===== config.mk =====
export PLATFORM = sky130hd
export DESIGN_NAME = cmpeq_seq
export DESIGN_NICKNAME = d
export VERILOG_FILES = /design/src/rtl/cmpeq_pkg.sv /design/src/rtl/cmpeq_chunk.sv /design/src/rtl/cmpeq_seq.sv
export SDC_FILE = /design/constraint.sdc
export NUM_CORES = 1
export LEC_CHECK = 0
export ABC_AREA = 1
export BUFFER_PORTS_ARGS = -buffer_cell sky130_fd_sc_hd__buf_4
export CAP_MARGIN = 30
export CORE_MARGIN = 2
export CORE_UTILIZATION = 30
export DETAILED_ROUTE_END_ITERATION = 10
export PLACE_DENSITY = 0.55
export SYNTH_ARGS = -nofsm -noshare
export SYNTH_HDL_FRONTEND = slang
export SYNTH_HIERARCHICAL = 1
export SYNTH_SLANG_ARGS = --single-unit
export TNS_END_PERCENT = 50

===== constraint.sdc =====
create_clock -name clk -period 4.9 [get_ports clk]
set_clock_uncertainty 0.2 [all_clocks]
set_input_delay 0.49 -clock clk [delete_from_list [all_inputs] [get_ports clk]]
set_output_delay 0.49 -clock clk [all_outputs]
set_load 0.02 [all_outputs]

===== src/rtl/cmpeq_pkg.sv =====
// Shared types and constants for the chunk-serial equality comparator.
// Holds the FSM state encoding and the compare mode values.
package cmpeq_pkg;

  typedef enum logic [1:0] {
    IDLE = 2'd0,
    RUN  = 2'd1,
    DONE = 2'd2
  } state_t;

  localparam logic MODE_EQ = 1'b0;
  localparam logic MODE_NE = 1'b1;

endpackage


===== src/rtl/cmpeq_chunk.sv =====
// Combinational equality check for one CHUNK-bit slice.
// Output is high when both inputs match bit for bit.
module cmpeq_chunk #(
  parameter int CHUNK = 2
) (
  input  logic [CHUNK-1:0] x,
  input  logic [CHUNK-1:0] y,
  output logic             eq
);

  logic [CHUNK-1:0] diff;

  assign diff = x ^ y;
  assign eq   = ~(|diff);

endmodule


===== src/rtl/cmpeq_seq.sv =====
// Sequential comparator: walks the operands CHUNK bits per cycle, LSB chunk
// first, and exits early on the first mismatching chunk.
module cmpeq_seq
  import cmpeq_pkg::*;
#(
  parameter  int WIDTH = 8,
  parameter  int CHUNK = 2,
  localparam int NCH   = WIDTH / CHUNK,
  localparam int IW    = (NCH > 1) ? $clog2(NCH) : 1
) (
  input  logic             clk,
  input  logic             rst_n,
  input  logic             start,
  input  logic [WIDTH-1:0] a,
  input  logic [WIDTH-1:0] b,
  input  logic             mode,
  output logic             busy,
  output logic             done,
  output logic             o,
  output logic [IW-1:0]    mism_idx,
  output logic [1:0]       dbg_state
);

  generate
    if ((CHUNK < 1) || (CHUNK > WIDTH) || ((WIDTH % CHUNK) != 0)) begin : g_bad_params
      $error("cmpeq_seq: CHUNK must divide WIDTH and lie in 1..WIDTH");
    end
  endgenerate

  localparam logic [IW-1:0] LAST = IW'(NCH - 1);

  state_t             state;
  logic [IW-1:0]      cnt;
  logic [WIDTH-1:0]   a_q;
  logic [WIDTH-1:0]   b_q;
  logic               mode_q;
  logic [CHUNK-1:0]   a_ch [NCH];
  logic [CHUNK-1:0]   b_ch [NCH];
  logic [CHUNK-1:0]   a_sel;
  logic [CHUNK-1:0]   b_sel;
  logic               chunk_eq;
  logic               accept;

  // Slice the latched operands so the only width-dependent logic is this mux.
  for (genvar g = 0; g < NCH; g++) begin : g_slice
    assign a_ch[g] = a_q[g*CHUNK +: CHUNK];
    assign b_ch[g] = b_q[g*CHUNK +: CHUNK];
  end

  assign a_sel = a_ch[cnt];
  assign b_sel = b_ch[cnt];

  cmpeq_chunk #(.CHUNK(CHUNK)) u_chunk (
    .x  (a_sel),
    .y  (b_sel),
    .eq (chunk_eq)
  );

  assign accept    = start && (state != RUN);
  assign busy      = (state == RUN);
  assign done      = (state == DONE);
  assign dbg_state = state;

  always_ff @(posedge clk) begin
    if (!rst_n) begin
      state    <= IDLE;
      cnt      <= '0;
      a_q      <= '0;
      b_q      <= '0;
      mode_q   <= MODE_EQ;
      o        <= 1'b0;
      mism_idx <= '0;
    end else begin
      case (state)
        RUN: begin
          if (!chunk_eq) begin
            state    <= DONE;
            o        <= 1'b0 ^ mode_q;
            mism_idx <= cnt;
          end else if (cnt == LAST) begin
            state    <= DONE;
            o        <= 1'b1 ^ mode_q;
            mism_idx <= '0;
          end else begin
            cnt <= cnt + IW'(1);
          end
        end
        default: begin
          // IDLE and DONE both accept a new request; DONE otherwise falls to IDLE.
          if (accept) begin
            state  <= RUN;
            cnt    <= '0;
            a_q    <= a;
            b_q    <= b;
            mode_q <= mode;
          end else begin
            state <= IDLE;
          end
        end
      endcase
    end
  end

endmodule


# Yosys cells after proc, flatten, opt, wreduce, memory -nomap -nowiden
# Cells that the tools add are included.
[word_totals]
regBits = 24
elab_cells = 45
output_inout_bits = 7
in_bits = 20
[op_classes]
order_cmp = 1
n_mux = 18
n_reduce_logical = 7
addsub = 1
eq_ne = 7
bitwise = 4
[ops]
columns = ["op", "count"]
rows = [
  ["2-bit two-way mux", 13],
  ["2-bit binary-select mux with 2-bit select", 2],
  ["2-bit equality test (second input constant)", 2],
  ["2-bit inequality test (second input constant)", 2],
  ["2-bit AND reduction", 2],
  ["2-bit nonzero test", 2],
  ["3-bit >= comparator (second input constant)", 1],
  ["1-bit two-way mux", 3],
  ["3-bit by 1-bit inequality test with 1-bit output (second input constant)", 1],
  ["2-bit NOT with 3-bit output", 1],
  ["3-bit AND reduction", 1],
  ["2-bit by 1-bit adder with 2-bit output (second input constant)", 1],
  ["2-bit by 1-bit equality test with 1-bit output (second input constant)", 1],
  ["2-bit by 1-bit inequality test with 1-bit output (second input constant)", 1],
  ["1-bit NOT", 2],
  ["2-bit OR reduction", 1],
  ["2-bit XOR", 1],
  ["1-bit logical AND", 1],
]

# Depth between registers and ports, before layout
[logic_depth]
word_depth = 8
depth_mapped = 14
ltp_nobuf = 13

# Modules after synthesis
# Netlist, hierarchy kept.
[modules_own_cells]
columns = ["mod", "area_each_um2", "seq_area_each_um2", "cells_each", "n_inst"]
rows = [
  ["cmpeq_seq", 1048.5, 480.5, 136, 1],
  ["cmpeq_chunk", 41.3, 0.0, 11, 1],
]

# Worst setup path after synthesis
# OpenSTA, ideal clock, no wires.
[synth_path]
path_type = "flip-flop to flip-flop"
start = "register cnt[0]"
end = "register cnt[0]"
required_time_ns = 4.586
synth_period_minus_slack_ns = 1.879
setup_time_ns = 0.114
stages_incl_launch_ff = 14
arrival_time_ns = 1.565
slack_ns = 3.021
cell_sequence = "dfxtp_1 > buf_2 > inv_2 > nor2_1 > o22ai_1 > inv_1 > nand2_1 > nand2_1 > nor2_1 > inv_2 > nor2_2 > nand2_4 > a21oi_1 > nor2_1"
[synth_between]
elab_chain_len = 8
word_cells_on_any_way = 17
cone_classes = "add/sub: 1; eq/ne: 3; mux: 9; bitwise: 2; reduce/logical: 2"
[synth_lines]
columns = ["item", "line_no", "text"]
rows = [
  ["start, declared", "cmpeq_seq.sv:33", "logic [IW-1:0] cnt;"],
  ["start signal, assigned", "cmpeq_seq.sv:85", "cnt <= cnt + IW'(1);"],
  ["2-bit NOT with 3-bit output (implied by the code)", "cmpeq_seq.sv:50", "assign a_sel = a_ch[cnt];"],
  ["2-bit binary-select mux with 2-bit select", "cmpeq_seq.sv:50", ""],
  ["2-bit two-way mux (implied by the code) (2 in a row)", "cmpeq_seq.sv:50", ""],
  ["named net a_sel[1]", "cmpeq_seq.sv:39", "logic [CHUNK-1:0] a_sel;"],
  ["2-bit XOR", "cmpeq_chunk.sv:13", "assign diff = x ^ y;"],
  ["2-bit OR reduction", "cmpeq_chunk.sv:14", "assign eq = ~(|diff);"],
  ["2-bit inequality test (no line)", "-", ""],
  ["3-bit AND reduction (no line)", "-", ""],
]
# The timed path passes the listed nets, and every way through them passes these cells. The select of a mux whose other input is x is not followed.
# A chain may end at the register's enable or synchronous reset.

# Worst setup path after layout
[layout_path]
start = "register cnt[0]"
end = "register cnt[0]"
[layout_between]
elab_chain_len = 8
word_cells_on_any_way = 17
cone_classes = "add/sub: 1; eq/ne: 3; mux: 9; bitwise: 2; reduce/logical: 2"
[layout_lines]
columns = ["item", "line_no", "text"]
rows = [
  ["2-bit NOT with 3-bit output (implied by the code)", "cmpeq_seq.sv:51", "assign b_sel = b_ch[cnt];"],
  ["2-bit binary-select mux with 2-bit select", "cmpeq_seq.sv:51", ""],
  ["2-bit two-way mux (implied by the code) (2 in a row)", "cmpeq_seq.sv:51", ""],
  ["named net b_sel[0]", "cmpeq_seq.sv:40", "logic [CHUNK-1:0] b_sel;"],
  ["2-bit XOR", "cmpeq_chunk.sv:13", ""],
  ["2-bit OR reduction", "cmpeq_chunk.sv:14", ""],
  ["2-bit inequality test (no line)", "-", ""],
  ["3-bit AND reduction (no line)", "-", ""],
]
# The timed path passes the listed nets, and every way through them passes these cells. The select of a mux whose other input is x is not followed.

==> run summary <==
overall routed net length = 2220 µm
nets@finish = 193
top cell type's share of synthesized area = 44.1%
clock buffer depth = 2
fraction of registers with async set or reset after synthesis = 0%
CTS root buf = clkbuf_4
initial core utilization = 31.9%
Clock Latency Late Sink = 0.30 ns
die area = 0.00413 mm²
Flop pwr share = 52.0%
max_cap viols = 0
top post-synthesis cells by area = dfxtp_1, nor2_1, o21ai_1, o21ai_0, nand2_1
number of enable flip-flop cells after synthesis = 0
share of cells above drive strength 1 = 24.7%
Post-Route Utilization = 38.4%
Wirelength per Cell = 10.3 µm
final setup margin = 2.74 ns
Overflow after GRT = 0
Synth Area per Inst = 7.41 µm²
first-pass GRT wire length = 3800 µm
fin crit period = 2.16 ns
CP startpoint kind = flip-flop
Pleak = 0.588 nW
max-slew violations = 0
Clock power frac = 18.1%
initial DRC count = 27
Die Width = 64.3 µm
synthesis-to-layout area growth = 20.2%
Port Buf Inserts = 26
maximum vdd drop = 0.000118 V
die height = 64.3 µm
Crit path required time = 4.91 ns
Hold Vio Cnt, Final = 0
Setup Buffers After CTS = 0
total CTS buffers = 3
Max transition margin = 75.5%
CP arrival = 2.17 ns
Pwr Total = 0.000443 W
Worst Setup Path Type = flip-flop to flip-flop
Hold-fix buffers, CTS = 0
switching share of total power = 33.5%
Max Fclk = 464 MHz
Ports = 27
detailed-route DRC error count = 0
final setup fails = 0
Synth Register Bits = 24
TritonCTS clock tree = built
row count = 21
Top FF cell, synth = dfxtp_1
critical path endpoint category = flip-flop
fillcell total = 396
Worst-Margin Slew = 0.367 ns
pwr dens = 338 mW/mm²
Via density = 4.52
core box area = 0.00342 mm²
Synth Instances = 147
status = finished clean
Seq/Total Area, Yosys = 44.1%
post-cts sizing count = 0
n_diodes = 0
largest net degree at the start of global routing = 22
Setup TNS Final = 0 ns
post-synthesis cell type count = 21
cell-internal power = 0.000295 W
Seq. cell area = 480 µm²
Logic pwr share = 29.9%
Worst-path clk slew = 0.11 ns
worst slack, placed = 2.77 ns
WHS = 0.216 ns
crit-path max FO = 11
initial antenna violation count = 0
Yosys warning count = 6
worst min path class = input pin to flip-flop
number of global-route vias before repair = 929
GPL Wtd Cong = 0.812
fin crit share = 44.0%
Antenna Violating Nets Remaining = 0
H-Tree Level Count = 1
post-detail-place hpwl = 1660 µm
CTS Sinks = 24
mapped cell area = 0.00109 mm²
Multi-input gate area = 508 µm²
Sw Pwr = 0.000149 W
post-synth top area cell = dfxtp_1
RSZ-0062 raised after global routing = no
Tot GR Track Use = 11.5%
vias = 976
TritonRoute pass-1 iters = 4
syn_nets = 168
==> placed cells by master, fill, tap and decap left out <==
cell,synthesis,final
a21oi_1,5,5
buf_4,0,26
clkbuf_4,0,3
dfxtp_1,24,24
ha_1,1,1
inv_1,6,6
inv_2,4,4
inv_6,1,1
nand2_1,10,10
nand2_4,3,3
nand3_1,4,4
nor2_1,47,47
nor2_2,3,3
nor2_4,1,1
o21ai_0,8,8
o21ai_1,18,18
o21ai_2,1,1
o22ai_1,4,4
xor2_1,1,1
==> power by group through the flow <==
stage / clock network [W] / registers [W] / logic (W)
2_1_floorplan: 0 / 0.000233 / 0.000104
3_3_place_gp: 0 / 0.000235 / 0.000129
3_5_place_dp: 0 / 0.000235 / 0.000134
4_1_cts: 0.0000847 / 0.000231 / 0.000134
5_1_grt: 0.0000916 / 0.000233 / 0.000151
6_report: 0.0000803 / 0.000230 / 0.000133
==> synthesized netlist by cell type, types with 3 or more instances <==
cell type  count
nor2_2         3
inv_1          6
nand2_1       10
o22ai_1        4
nand3_1        4
inv_2          4
nor2_1        47
o21ai_0        8
a21oi_1        5
nand2_4        3
dfxtp_1       24
o21ai_1       18
==> state kept, by name (all words and copies together), names as in the netlist <==
name and count:
b_q 8, mism_idx 2, o 1, a_q 8, cnt 2, dbg_state 2
mode_q 1
==> worst paths after layout <==
check / start / endpoint / slack, ns / cells after the start
min: a[3] / a_q[3] / 0.22 / 3
max reg2reg: cnt[0] / cnt[0] / 2.74 / 11
max: cnt[0] / cnt[0] / 2.74 / 11
min reg2reg: mism_idx[1] / mism_idx[1] / 0.27 / 2
==> stage by stage <==
step	std cells	cell area, µm²
2_1_floorplan	147	1090
6_report	216	1310
4_1_cts	216	1310
3_3_place_gp	213	1290
3_5_place_dp	213	1290
5_1_grt	216	1310
==> per-layer routing <==
layer	track usage, %	wire (µm)
met4	4.79	29
met5	0	0
met3	2.46	109
met1	13.9	1040
met2	19.5	1050
==> worst max-delay path, stage by stage (launching register included) <==
cell	delay, ns
dfxtp_1	0.56
inv_2	0.15
o21ai_0	0.19
o22ai_1	0.11
nand2_1	0.08
nand2_1	0.05
nor2_1	0.18
inv_2	0.09
nor2_2	0.19
nand2_4	0.08
a21oi_1	0.13
nor2_1	0.05
==> kinds of logic (layout without fill, tap and decap cells) <==
family,Yosys count,after routing,synth area share [%]
buffers and inverters,17,40,9.30
xor gates and xnor gates,1,1,0.804
AOI/OAI and AO/OA,36,36,17.3
adders and majority gates,1,1,1.15
DFF,24,24,44.1
and+or+nand+nor,68,68,27.3
==> layout make-up <==
type,count,share of cell area [%]
sequential,24,36.7
multi-input combinational,106,38.8
timing repair buffer,26,14.9
clock buffer,3,1.72
inverter,11,3.53
tap,46,4.39
Note: power is estimated with default switching activity, not from simulation.
